File: config.mk
export PLATFORM = sky130hd
export DESIGN_NAME = miriscv_instr_prefetch_buffer
export DESIGN_NICKNAME = d
export VERILOG_FILES = /design/src/rtl/miriscv_instr_prefetch_buffer.sv
export SDC_FILE = /design/constraint.sdc
export NUM_CORES = 1
export LEC_CHECK = 0
export BUFFER_PORTS_ARGS = -buffer_cell sky130_fd_sc_hd__buf_2
export CAP_MARGIN = 10
export CORE_UTILIZATION = 59
export DETAILED_ROUTE_END_ITERATION = 10
export PLACE_DENSITY = 0.8
export SKIP_LAST_GASP = 1
export SLEW_MARGIN = 20
export SYNTH_ARGS = -nofsm -noshare
export SYNTH_HDL_FRONTEND = slang
export SYNTH_SLANG_ARGS = --single-unit
File: constraint.sdc
create_clock -name clk_i -period 4.2 [get_ports clk_i]
set_input_delay 0.21 -clock clk_i [delete_from_list [all_inputs] [get_ports clk_i]]
set_output_delay 0.21 -clock clk_i [all_outputs]
set_load 0.02 [all_outputs]
File: src/rtl/miriscv_instr_prefetch_buffer.sv
// Instruction prefetch buffer between the fetch unit and the instruction bus.
// Streams sequential words into a small FIFO ahead of the fetch unit; a fetch
// whose address matches the FIFO head is served on the next cycle, any other
// fetch address flushes the FIFO and restarts the stream there.
module miriscv_instr_prefetch_buffer #(
    parameter int DEPTH = 4,
    parameter int XLEN  = 32
) (
    input  logic            clk_i,
    input  logic            arstn_i,
    input  logic            instr_req_i,
    input  logic [XLEN-1:0] instr_addr_i,
    output logic            instr_rvalid_o,
    output logic [XLEN-1:0] instr_rdata_o,
    output logic            mem_req_o,
    output logic [XLEN-1:0] mem_addr_o,
    input  logic            mem_gnt_i,
    input  logic            mem_rvalid_i,
    input  logic [XLEN-1:0] mem_rdata_i
);
    localparam int              AW      = $clog2(DEPTH);
    localparam int              CW      = $clog2(DEPTH + 1);
    localparam logic [CW-1:0]   DEPTH_C = CW'(DEPTH);
    localparam logic [XLEN-1:0] NOP     = XLEN'(32'h0000_0013);

    typedef enum logic {IDLE, RUN} state_e;
    state_e state_q, state_d;

    logic [XLEN-1:0] fifo_q [DEPTH];
    logic [AW-1:0]   rd_ptr_q, wr_ptr_q;
    logic [CW-1:0]   count_q, inflight_q, inflight_d, discard_q;
    logic [XLEN-1:0] head_addr_q, pf_addr_q;

    logic hit, stall, flush, gnt_fire, issue, push, pop;

    // State register
    always_ff @(posedge clk_i) begin
        if (!arstn_i) state_q <= IDLE;
        else          state_q <= state_d;
    end

    // Next state: leave IDLE on the first fetch, never return
    always_comb begin
        state_d = state_q;
        if (state_q == IDLE && instr_req_i) state_d = RUN;
    end

    // Request classification, credit check and FIFO handshakes
    always_comb begin
        hit      = instr_req_i && (count_q != '0) && (instr_addr_i == head_addr_q);
        stall    = instr_req_i && (count_q == '0) && (instr_addr_i == head_addr_q)
                   && (state_q == RUN);
        flush    = instr_req_i && !hit && !stall;
        gnt_fire = mem_req_o && mem_gnt_i;
        // inflight already covers the pending request, so the sum is the
        // number of FIFO slots spoken for; it never grows in a cycle without issue
        issue    = (state_q == RUN) && !flush && (!mem_req_o || gnt_fire)
                   && (({1'b0, count_q} + {1'b0, inflight_q}) < (CW+1)'(DEPTH));
        // responses arriving with a flush belong to the old stream
        push     = mem_rvalid_i && (discard_q == '0) && !flush;
        pop      = hit;
        inflight_d = inflight_q + CW'(issue) - CW'(mem_rvalid_i);
    end

    // Bus request, prefetch address and credit/discard accounting
    always_ff @(posedge clk_i) begin
        if (!arstn_i) begin
            mem_req_o  <= 1'b0;
            mem_addr_o <= '0;
            pf_addr_q  <= '0;
            inflight_q <= '0;
            discard_q  <= '0;
        end else begin
            if (issue) begin
                mem_req_o  <= 1'b1;
                mem_addr_o <= pf_addr_q;
            end else if (gnt_fire) begin
                mem_req_o  <= 1'b0;
            end
            if (flush)      pf_addr_q <= instr_addr_i;
            else if (issue) pf_addr_q <= pf_addr_q + XLEN'(4);
            inflight_q <= inflight_d;
            // a flush turns everything still outstanding into stale traffic
            if (flush)                                discard_q <= inflight_d;
            else if (mem_rvalid_i && discard_q != '0) discard_q <= discard_q - CW'(1);
        end
    end

    // FIFO pointers, occupancy and head address
    always_ff @(posedge clk_i) begin
        if (!arstn_i) begin
            rd_ptr_q    <= '0;
            wr_ptr_q    <= '0;
            count_q     <= '0;
            head_addr_q <= '0;
        end else if (flush) begin
            rd_ptr_q    <= '0;
            wr_ptr_q    <= '0;
            count_q     <= '0;
            head_addr_q <= instr_addr_i;
        end else begin
            if (push) wr_ptr_q <= wr_ptr_q + AW'(1);
            if (pop) begin
                rd_ptr_q    <= rd_ptr_q + AW'(1);
                head_addr_q <= head_addr_q + XLEN'(4);
            end
            if (push && !pop)      count_q <= count_q + CW'(1);
            else if (pop && !push) count_q <= count_q - CW'(1);
        end
    end

    // FIFO storage; contents are meaningless while count is zero
    always_ff @(posedge clk_i) begin
        if (push) fifo_q[wr_ptr_q] <= mem_rdata_i;
    end

    // Fetch response: valid one cycle after a hit, data held otherwise
    always_ff @(posedge clk_i) begin
        if (!arstn_i) begin
            instr_rvalid_o <= 1'b0;
            instr_rdata_o  <= NOP;
        end else begin
            instr_rvalid_o <= hit;
            if (hit) instr_rdata_o <= fifo_q[rd_ptr_q];
        end
    end

`ifndef SYNTHESIS
    // Credits must keep the FIFO from ever overflowing
    assert property (@(posedge clk_i) disable iff (!arstn_i)
                     !(push && !pop && count_q == DEPTH_C));
`endif

endmodule

==> results.yml, run 1 <==
status:
  result_of_the_run: "finished clean"
synth:
  synth_area_in_compound_gates_pct: 11.3
  post_synth_num_cell_types: 61
  synth-async-reset-ratio_pct: 0
  netlist_instances: 1018
  synth_seq_cells: 272
  synthesis.area_per_instance_sq_um: 11.7
  yosys-mux-area-fraction_pct: 9.05
  synth_adder_area_share_pct: 1.70
  postSynthNetCount: 1102
  synth_edf_count: 128
  syn-cell-area_sq_um: 11900
  synth.largest_area_cell: "sky130_fd_sc_hd__edfxtp_1"
  yosys.area_share.xor_xnor_pct: 5.34
  synthTopCellsByArea: "sky130_fd_sc_hd__edfxtp_1 32%, sky130_fd_sc_hd__dfxtp_1 24%, sky130_fd_sc_hd__mux4_2 6.0%"
  post-synth-top-area-fraction_pct: 32.2
  yosysWarnings: 0
  ys_seq_area_share_pct: 56.3
  synthSimpleGateAreaFrac_pct: 12.1
  most_used_flip_flop_cell_after_synthesis: "sky130_fd_sc_hd__dfxtp_1"
  synth_top_family_by_area: "simple AND/OR/NAND/NOR gates"
worst_setup_path:
  critPathTopFamily: "simple AND/OR/NAND/NOR gates"
  reg2reg_depth: 14
  timing.critical_path.required_ns: 4.66
  worst-setup-path-type: "reg -> reg"
  critical_path.max_fanout: 7
  worst-path-buf-inv: 1
  slowest_stage: "sky130_fd_sc_hd__or4_1"
  cpMostUsedCell: "sky130_fd_sc_hd__xnor2_1"
  r2r_slack_ns: 0.64
  setup.worst_path.end_class: "flop"
  slowest_stage_delay_cp_ns: 0.69
  worst_setup_path_start_kind: "flop"
  worstPathArrival_ns: 4.03
  worstPathCellList: "xnor2_1 > nand4_1 > or4_1 > o31ai_4 > nand2_1 > ha_1 > inv_1 > ha_1 > fa_1 > xnor2_1 > xnor2_1 > and2_1 > nand2_1 > o31ai_2"
  regToRegStartpoint: "head_addr_q[4]"
  regToRegEndpoint: "discard_q[2]"
routing:
  viasPerCell: 5.96
  drt.antenna.violating_nets: 0
  wl_mm: 29.3
  wl_per_cell_um: 19.9
  first_iter_violations: 700
  route.vias.total: 8749
  drt_pass1_iterations: 5
  drc: 0
timing:
  finalMaxSlewViolations: 0
  layout_worst_path_cycle_share_pct: 84.8
  layout_min_cycle_time_ns: 3.56
  worst_slew_pin_slew_ns: 0.960
  fin_setup_tns_ns: 0
  rsz0062_at_grt: "no"
  setup_viol_count_final: 0
  final_worst_setup_slack_ns: 0.637
  fmaxAchievable_mhz: 281
  slew-limit-headroom_pct: 36.0
  skew_ns: 0.00721
  report.final.hold_viol_count: 0
place:
  port_buffers: 134
  hpwlAfterDp_mm: 17.9
  preCtsSetupSlack_ns: 0.687
  placement.cell_area_sq_um: 12800
  gpl.final_weighted_congestion: 0.909
  placed_cells: 1368
die:
  die_area_sq_um: 20800
  num_io_pins: 135
  initial_utilization_pct: 60.8
  die_width_um: 144
  fp.dieH_um: 144
  core_area_sq_um: 19700
  floorplan.rows: 51
global_route:
  first_global_vias: 8566
  antenna_violations_before_repair: 1
  grt_util_all_layers_pct: 28.6
  grt_pass1_wl_mm: 45.2
  globalRoute.totalOverflow: 0
  maximum_number_of_pins_on_one_net_before_global_route_repair: 84
clocking:
  cts_setup_buffers: 0
  clock_transition_at_path_regs_ns: 0.06
  cts-buffers-inserted: 27
  cts.root.buffer_cell: "sky130_fd_sc_hd__clkbuf_16"
  clock_latency_ns: 0.55
  post_cts_resize_count: 0
  tritoncts_clock_tree: "done"
  clk_path_buf_depth: 3
  clock_sink_count: 272
  htree_levels: 1
final_layout:
  post-route-cell-area_sq_um: 14200
  synthToLayoutAreaGrowth_pct: 18.7
  filler_cell_count: 1376
  post-route-util_pct: 72.1
  nNetsFinal: 1267
  final_cell_count_no_fill: 1469
  diodes: 0
  drive_gt1_share_pct: 21.9
power:
  p_leak_nw: 5.10
  power.ir.vdd_worst_v: 0.000430
  p_per_area_nw_per_um2: 423
worst_hold_path:
  whs_endpoint: "pf_addr_q[2]"
  cell_depth_of_the_worst_hold_path: 3
  worstHoldPathType: "in -> reg"
  timing.hold.worst.start: "instr_addr_i[2]"
job:
  drv_cap: 0
[registers in the layout (all words and copies together) (netlist names)]
signal and flops:
inflight_q 3, mem_req_o 1, count_q 3, mem_addr_o 32
instr_rvalid_o 1, wr_ptr_q 2, head_addr_q 32, discard_q 3
fifo_q 128, state_q 1, rd_ptr_q 2, instr_rdata_o 32
pf_addr_q 32
[cells by family after synthesis]
group                    after synthesis
adder cells (fa/ha/maj)               15
flip-flops                           272
AND/OR/NAND/NOR                      288
buffers and inverters                110
AO/OA/AOI/OAI                        193
XOR/XNOR                              72
multiplexers                          68
[power breakdown]
group,internal (mW),switching [mW],total (mW),leakage [nW]
combinational,0.258,0.369,0.628,2.34
sequential,2.89,0.0896,2.98,2.33
clock,1.36,1.02,2.38,0.426
total,4.51,1.48,5.99,5.10
[routing by layer]
layer | track usage, % | part of all wire [%] | wire length (um)
met5 | 0 | 0 | 0
met4 | 12.6 | 3.8 | 1110
met3 | 5.17 | 7.3 | 2140
met2 | 48.7 | 49 | 14400
met1 | 35.6 | 40 | 11600
[worst reg2reg max path, delay by kind of cell (launching register included)]
kind                     cells  cell delay [ns]
AND/OR/NAND/NOR              5             1.19
adder cells (fa/ha/maj)      3             0.86
XOR/XNOR                     3             0.52
flip-flops                   1             0.47
AO/OA/AOI/OAI                2             0.40
buffers and inverters        1             0.05
[how the worst max path moves through the flow]
stage	start	end	slack [ns]	depth (start not counted)
6_report	head_addr_q[4]	discard_q[2]	0.64	14
3_3_place_gp	head_addr_q[4]	discard_q[2]	0.76	14
5_1_grt	head_addr_q[4]	discard_q[2]	0.41	14
4_1_cts	head_addr_q[4]	discard_q[2]	0.63	14
2_1_floorplan	count_q[2]	discard_q[2]	0.80	15
3_5_place_dp	head_addr_q[4]	discard_q[2]	0.69	14
[metrics by stage]
| stage | power [mW] | hold WS, ns |
|---|---|---|
| finish | 5.99 | 0.0231 |
| global route | 6.19 | 0.0184 |
| CTS | 6.01 | 0.000807 |
| detailed placement | 3.60 | 0.426 |
| global placement | 3.58 | 0.422 |
| floorplan | 3.41 | 0.309 |
[cells in the mapped netlist, types with 4 or more instances]
master / n
sky130_fd_sc_hd__dfxtp_1: 144
sky130_fd_sc_hd__edfxtp_1: 128
sky130_fd_sc_hd__nor2_1: 75
sky130_fd_sc_hd__nand3_1: 60
sky130_fd_sc_hd__a21oi_1: 56
sky130_fd_sc_hd__o21ai_0: 52
sky130_fd_sc_hd__nand2_1: 49
sky130_fd_sc_hd__xnor2_1: 46
sky130_fd_sc_hd__inv_1: 43
sky130_fd_sc_hd__mux2i_1: 36
sky130_fd_sc_hd__clkbuf_1: 34
sky130_fd_sc_hd__mux4_2: 32
sky130_fd_sc_hd__nand4_1: 29
sky130_fd_sc_hd__xor2_1: 25
sky130_fd_sc_hd__a211oi_2: 19
sky130_fd_sc_hd__buf_2: 18
sky130_fd_sc_hd__a31oi_1: 14
sky130_fd_sc_hd__and3_1: 13
sky130_fd_sc_hd__ha_1: 13
sky130_fd_sc_hd__and2_1: 12
sky130_fd_sc_hd__nor3_1: 11
sky130_fd_sc_hd__nor4_1: 10
sky130_fd_sc_hd__o32a_1: 10
sky130_fd_sc_hd__and4_1: 8
sky130_fd_sc_hd__buf_4: 8
sky130_fd_sc_hd__or2_2: 7
sky130_fd_sc_hd__a221o_1: 6
sky130_fd_sc_hd__buf_6: 5
sky130_fd_sc_hd__o21ai_1: 4
sky130_fd_sc_hd__or3_1: 4
[repair_timing]
item                                    in CTS  in global routing
hold buffers                                51                  0
endpoints found under the setup margin       0                  0
endpoints found under the hold margin      150                  0
[layout make-up]
cell class,instances,area (sq um),area share [%]
timing repair buffer,203,1330,9.38
clock inverter,15,139,0.980
inverter,43,163,1.15
multi-input combinational,636,4740,33.5
tap,265,332,2.34
sequential,272,6730,47.5
clock buffer,35,736,5.19
[cell usage in the layout, fill, tap and decap left out, types with 29 or more instances in the layout]
| master | count |
|---|---|
| sky130_fd_sc_hd__nor2_1 | 75 |
| sky130_fd_sc_hd__dlygate4sd3_1 | 51 |
| sky130_fd_sc_hd__o21ai_0 | 52 |
| sky130_fd_sc_hd__inv_1 | 42 |
| sky130_fd_sc_hd__mux2i_1 | 36 |
| sky130_fd_sc_hd__a21oi_1 | 56 |
| sky130_fd_sc_hd__xnor2_1 | 46 |
| sky130_fd_sc_hd__nand3_1 | 60 |
| sky130_fd_sc_hd__mux4_2 | 32 |
| sky130_fd_sc_hd__buf_2 | 134 |
| sky130_fd_sc_hd__nand2_1 | 49 |
| sky130_fd_sc_hd__nand4_1 | 29 |
| sky130_fd_sc_hd__edfxtp_1 | 128 |
| sky130_fd_sc_hd__dfxtp_1 | 143 |
(Power assumes the default switching activity.)
==> run 2: changes to the inputs <==
- clock period: 4.2 -> 3.72 ns (I/O delays scaled with it)
==> results.yml, run 2 (synthesized netlist as in run 1, its figures left out) <==
worst_setup_path:
  setup.worst_path.end_class: "flop"
  slowest_stage: "sky130_fd_sc_hd__or4_1"
  worst_setup_path_start_kind: "flop"
  r2r_slack_ns: 0.36
  worstPathArrival_ns: 3.78
  cpMostUsedCell: "sky130_fd_sc_hd__nor2_1"
  worstPathCellList: "xnor2_2 > nand4_1 > or4_1 > buf_4 > o31a_2 > nor2_2 > ha_1 > inv_1 > fa_1 > xor2_1 > nor2_1 > xnor2_1 > nor2_1"
  critical_path.max_fanout: 8
  worst-setup-path-type: "reg -> reg"
  slowest_stage_delay_cp_ns: 0.61
  timing.critical_path.required_ns: 4.14
routing:
  viasPerCell: 5.91
  wl_per_cell_um: 19.2
  drt_pass1_iterations: 5
  drt.antenna.violating_nets: 0
  first_iter_violations: 561
  route.vias.total: 8741
  drc: 0
  wl_mm: 28.4
global_route:
  maximum_number_of_pins_on_one_net_before_global_route_repair: 84
  antenna_violations_before_repair: 0
  first_global_vias: 8513
  grt_pass1_wl_mm: 44.1
  grt_util_all_layers_pct: 27.7
  globalRoute.totalOverflow: 0
clocking:
  clock_transition_at_path_regs_ns: 0.06
  clk_path_buf_depth: 3
  cts-buffers-inserted: 27
  post_cts_resize_count: 0
  tritoncts_clock_tree: "done"
  htree_levels: 1
  clock_sink_count: 272
  clock_latency_ns: 0.54
  cts.root.buffer_cell: "sky130_fd_sc_hd__clkbuf_16"
final_layout:
  drive_gt1_share_pct: 22.3
  layout.cells.most_common: "sky130_fd_sc_hd__dfxtp_1"
  ff_latch_area_sq_um: 6730
  largest_register_by_flop_count: "fifo_q"
  number_of_flip_flops_under_the_largest_register_name: 128
  diodes: 0
  multiInputGateArea_sq_um: 4730
  post-route-cell-area_sq_um: 14200
  nNetsFinal: 1278
  most-common-layout-cells: "143 x sky130_fd_sc_hd__dfxtp_1, 134 x sky130_fd_sc_hd__buf_2, 128 x sky130_fd_sc_hd__edfxtp_1"
  filler_cell_count: 1370
  synthToLayoutAreaGrowth_pct: 19.2
status:
  result_of_the_run: "finished clean"
die:
  fp.dieH_um: 144
  num_io_pins: 135
  initial_utilization_pct: 60.8
  die_area_sq_um: 20800
  core_area_sq_um: 19700
  die_width_um: 144
  floorplan.rows: 51
timing:
  fin_setup_tns_ns: 0
  worst_slew_pin_slew_ns: 0.992
  setup_viol_count_final: 0
  skew_ns: 0.00800
  slew-limit-headroom_pct: 33.2
  rsz0062_at_grt: "no"
  finalMaxSlewViolations: 0
  fmaxAchievable_mhz: 297
  layout_worst_path_cycle_share_pct: 90.4
  fin_hold_ws_ns: 0.0221
  layout_min_cycle_time_ns: 3.36
  report.final.hold_viol_count: 0
power:
  p_per_area_nw_per_um2: 471
  p_leak_nw: 5.15
  power.ir.vdd_worst_v: 0.000591
  power_mw: 6.71
worst_hold_path:
  worstHoldPathType: "in -> reg"
place:
  port_buffers: 134
  gpl.final_weighted_congestion: 0.947
  hpwlAfterDp_mm: 18.2
  placement.cell_area_sq_um: 12800
job:
  drv_cap: 0
## run 2: through the flow
step | worst slack, ns | utilization [%] | instances
global route | 0.152 | 72.5 | 1480
global placement | 0.461 | 65.3 | 1375
finish | 0.358 | 72.5 | 1480
floorplan | 0.317 | - | 1018
detailed placement | 0.369 | 65.3 | 1375
CTS | 0.356 | 72.5 | 1480
## run 2: metal layers
metal,vias up,routed length [um],GRT usage [%]
met5,-,0,0
met4,0,1070,12.0
met3,75,1870,4.74
met2,332,13700,46.4
met1,4216,11700,35.4
li1,4118,-,-
## run 2: timing repair
item,4_1_cts,5_1_grt
buffers inserted,0,0
hold buffers,55,0
endpoints found under the hold margin,154,0
endpoints found under the setup margin,0,0
## run 2: report_power, final
group / internal [mW] / switching [mW]
registers: 3.26 / 0.0966
logic: 0.295 / 0.409
clock network: 1.52 / 1.13
## run 2: worst max-delay path: cells and delay by family (launching register included)
kind                       cells  cell delay [ns]
xor gates and xnor gates       3             0.46
DFF                            1             0.49
AOI/OAI and AO/OA              1             0.36
and+or+nand+nor                5             1.10
adders and majority gates      2             0.59
buffers and inverters          2             0.26
## run 2: final cells by class
class / count / area share (%)
Tap cell: 265 / 2.33
Clock inverter: 9 / 0.606
Inverter: 43 / 1.14
Clock buffer: 41 / 5.47
Multi-Input combinational cell: 636 / 33.2
Timing Repair Buffer: 214 / 9.98
Sequential cell: 272 / 47.2
## run 2: worst paths after layout
| kind | cells past startpoint | endpoint | startpoint |
|---|---|---|---|
| max | 13 | count_q[2] | head_addr_q[8] |
| min | 3 | pf_addr_q[28] | instr_addr_i[28] |
| max reg2reg | 13 | count_q[2] | head_addr_q[8] |
| min reg2reg | 2 | pf_addr_q[1] | pf_addr_q[1] |
==> run 3: changes to the inputs <==
- CORE_UTILIZATION: 59 -> 63
- PLACE_DENSITY: 0.8 -> 0.85
- clock period: 3.72 -> 3.9 ns (I/O delays scaled with it)
==> results.yml, run 3 (synthesized netlist as in run 1, its figures left out) <==
worst_setup_path:
  reg2reg_depth: 14
  critical_path.max_fanout: 7
  worst_setup_path_start_kind: "flop"
  r2r_slack_ns: 0.35
  regToRegStartpoint: "head_addr_q[4]"
  timing.critical_path.required_ns: 4.36
  worst-setup-path-type: "reg -> reg"
  setup.worst_path.end_class: "flop"
  worstPathArrival_ns: 4.01
  regToRegEndpoint: "discard_q[2]"
worst_hold_path:
  cell_depth_of_the_worst_hold_path: 3
  worstHoldPathType: "in -> reg"
  whs_endpoint: "pf_addr_q[31]"
  timing.hold.worst.start: "instr_addr_i[31]"
timing:
  rsz0062_at_grt: "no"
  worst_slew_pin_slew_ns: 0.899
  finalMaxSlewViolations: 0
  layout_worst_path_cycle_share_pct: 91.0
  report.final.hold_viol_count: 0
  setup_viol_count_final: 0
  fin_setup_tns_ns: 0
  final_worst_setup_slack_ns: 0.351
  fmaxAchievable_mhz: 282
  skew_ns: 0.0251
  layout_min_cycle_time_ns: 3.55
  slew-limit-headroom_pct: 39.5
routing:
  first_iter_violations: 668
  wl_mm: 31.9
  wl_per_cell_um: 22.3
  drt.antenna.violating_nets: 0
  route.vias.total: 9081
  drc: 0
  drt_pass1_iterations: 5
  viasPerCell: 6.33
final_layout:
  number_of_flip_flops_under_the_largest_register_name: 128
  nNetsFinal: 1268
  largest_register_by_flop_count: "fifo_q"
  layout.cells.most_common: "sky130_fd_sc_hd__dfxtp_1"
  final_cell_count_no_fill: 1435
  ff_latch_area_sq_um: 6730
  diodes: 0
  filler_cell_count: 1081
  multiInputGateArea_sq_um: 4730
  synthToLayoutAreaGrowth_pct: 18.3
  most-common-layout-cells: "143 x sky130_fd_sc_hd__dfxtp_1, 134 x sky130_fd_sc_hd__buf_2, 128 x sky130_fd_sc_hd__edfxtp_1"
  drive_gt1_share_pct: 21.9
power:
  combinationalPowerShare_pct: 10.6
  p_sw_share_pct: 25.5
  share_clk_of_total_power_pct: 39.8
  design_internal_power_mw: 4.81
  power.ir.vdd_worst_v: 0.000411
  p_per_area_nw_per_um2: 458
  power.sequential.fraction_pct: 49.7
  power_mw: 6.46
  power.switching_mw: 1.65
  p_leak_nw: 5.09
die:
  die_area_sq_um: 19500
  core_area_sq_um: 18300
  die_width_um: 140
  floorplan.rows: 49
  fp.dieH_um: 140
  num_io_pins: 135
  initial_utilization_pct: 65.4
clocking:
  tritoncts_clock_tree: "done"
  postCtsHoldBufs: 52
  htree_levels: 1
  clock_latency_ns: 0.56
  cts-buffers-inserted: 28
  clock_sink_count: 272
  clk_path_buf_depth: 3
  cts.root.buffer_cell: "sky130_fd_sc_hd__clkbuf_16"
  post_cts_resize_count: 0
  clock_transition_at_path_regs_ns: 0.07
  cts_setup_buffers: 0
global_route:
  maximum_number_of_pins_on_one_net_before_global_route_repair: 101
  globalRoute.totalOverflow: 0
  grt_pass1_wl_mm: 49.2
  first_global_vias: 8746
  grt_util_all_layers_pct: 33.0
  antenna_violations_before_repair: 0
place:
  gpl.final_weighted_congestion: 0.937
  placed_cells: 1331
  preCtsSetupSlack_ns: 0.386
  hpwlAfterDp_mm: 17.7
  port_buffers: 134
status:
  result_of_the_run: "finished clean"
job:
  drv_cap: 0
## run 3: stage by stage
step / util, % / cell area [sq um] / hold slack (ns)
CTS: 77.3 / 14100 / 0.00799
finish: 77.3 / 14100 / 0.0272
floorplan: - / 11900 / 0.294
detailed placement: 69.6 / 12700 / 0.411
global placement: 69.6 / 12700 / 0.409
global route: 77.3 / 14100 / 0.0305
## run 3: layout make-up
type                            count  area share, %
Inverter                           43           1.15
Tap cell                          229           2.03
Clock buffer                       36           5.24
Clock inverter                     16           1.02
Sequential cell                   272           47.6
Timing Repair Buffer              203           9.43
Multi-Input combinational cell    636           33.5
## run 3: power by group through the flow
stage	sequential [mW]	combinational, mW	clock, mW
final	3.21	0.682	2.57
after global placement	3.25	0.600	0
after detailed placement	3.26	0.614	0
after global routing	3.22	0.735	2.69
after floorplan	3.25	0.422	0
after CTS	3.20	0.667	2.57
## run 3: how the worst max path moves through the flow
stage                        start           end  slack [ns]
floorplan               count_q[2]  discard_q[2]        0.50
global placement    head_addr_q[4]  discard_q[2]        0.48
detailed placement  head_addr_q[4]  discard_q[2]        0.39
CTS                 head_addr_q[4]  discard_q[2]        0.35
global route        head_addr_q[8]  discard_q[2]        0.19
finish              head_addr_q[4]  discard_q[2]        0.35
## run 3: critical path, cell delays in order (launching register included)
cell                      delay [ns]
sky130_fd_sc_hd__dfxtp_1        0.46
sky130_fd_sc_hd__xnor2_1        0.17
sky130_fd_sc_hd__nand4_1        0.19
sky130_fd_sc_hd__or4_1          0.69
sky130_fd_sc_hd__o31ai_4        0.30
sky130_fd_sc_hd__nand2_1        0.12
sky130_fd_sc_hd__ha_1           0.29
sky130_fd_sc_hd__inv_1          0.04
sky130_fd_sc_hd__ha_1           0.18
sky130_fd_sc_hd__fa_1           0.37
sky130_fd_sc_hd__xnor2_1        0.19
sky130_fd_sc_hd__xnor2_1        0.13
sky130_fd_sc_hd__and2_1         0.16
sky130_fd_sc_hd__nand2_1        0.07
sky130_fd_sc_hd__o31ai_2        0.09
## run 3: per-layer routing
| layer | global-route usage [%] | vias up | routed length, um |
|---|---|---|---|
| met3 | 4.96 | 105 | 2300 |
| met2 | 55.8 | 487 | 15800 |
| li1 | - | 4088 | - |
| met4 | 17.8 | 0 | 1680 |
| met5 | 0 | - | 0 |
| met1 | 41.3 | 4401 | 12200 |
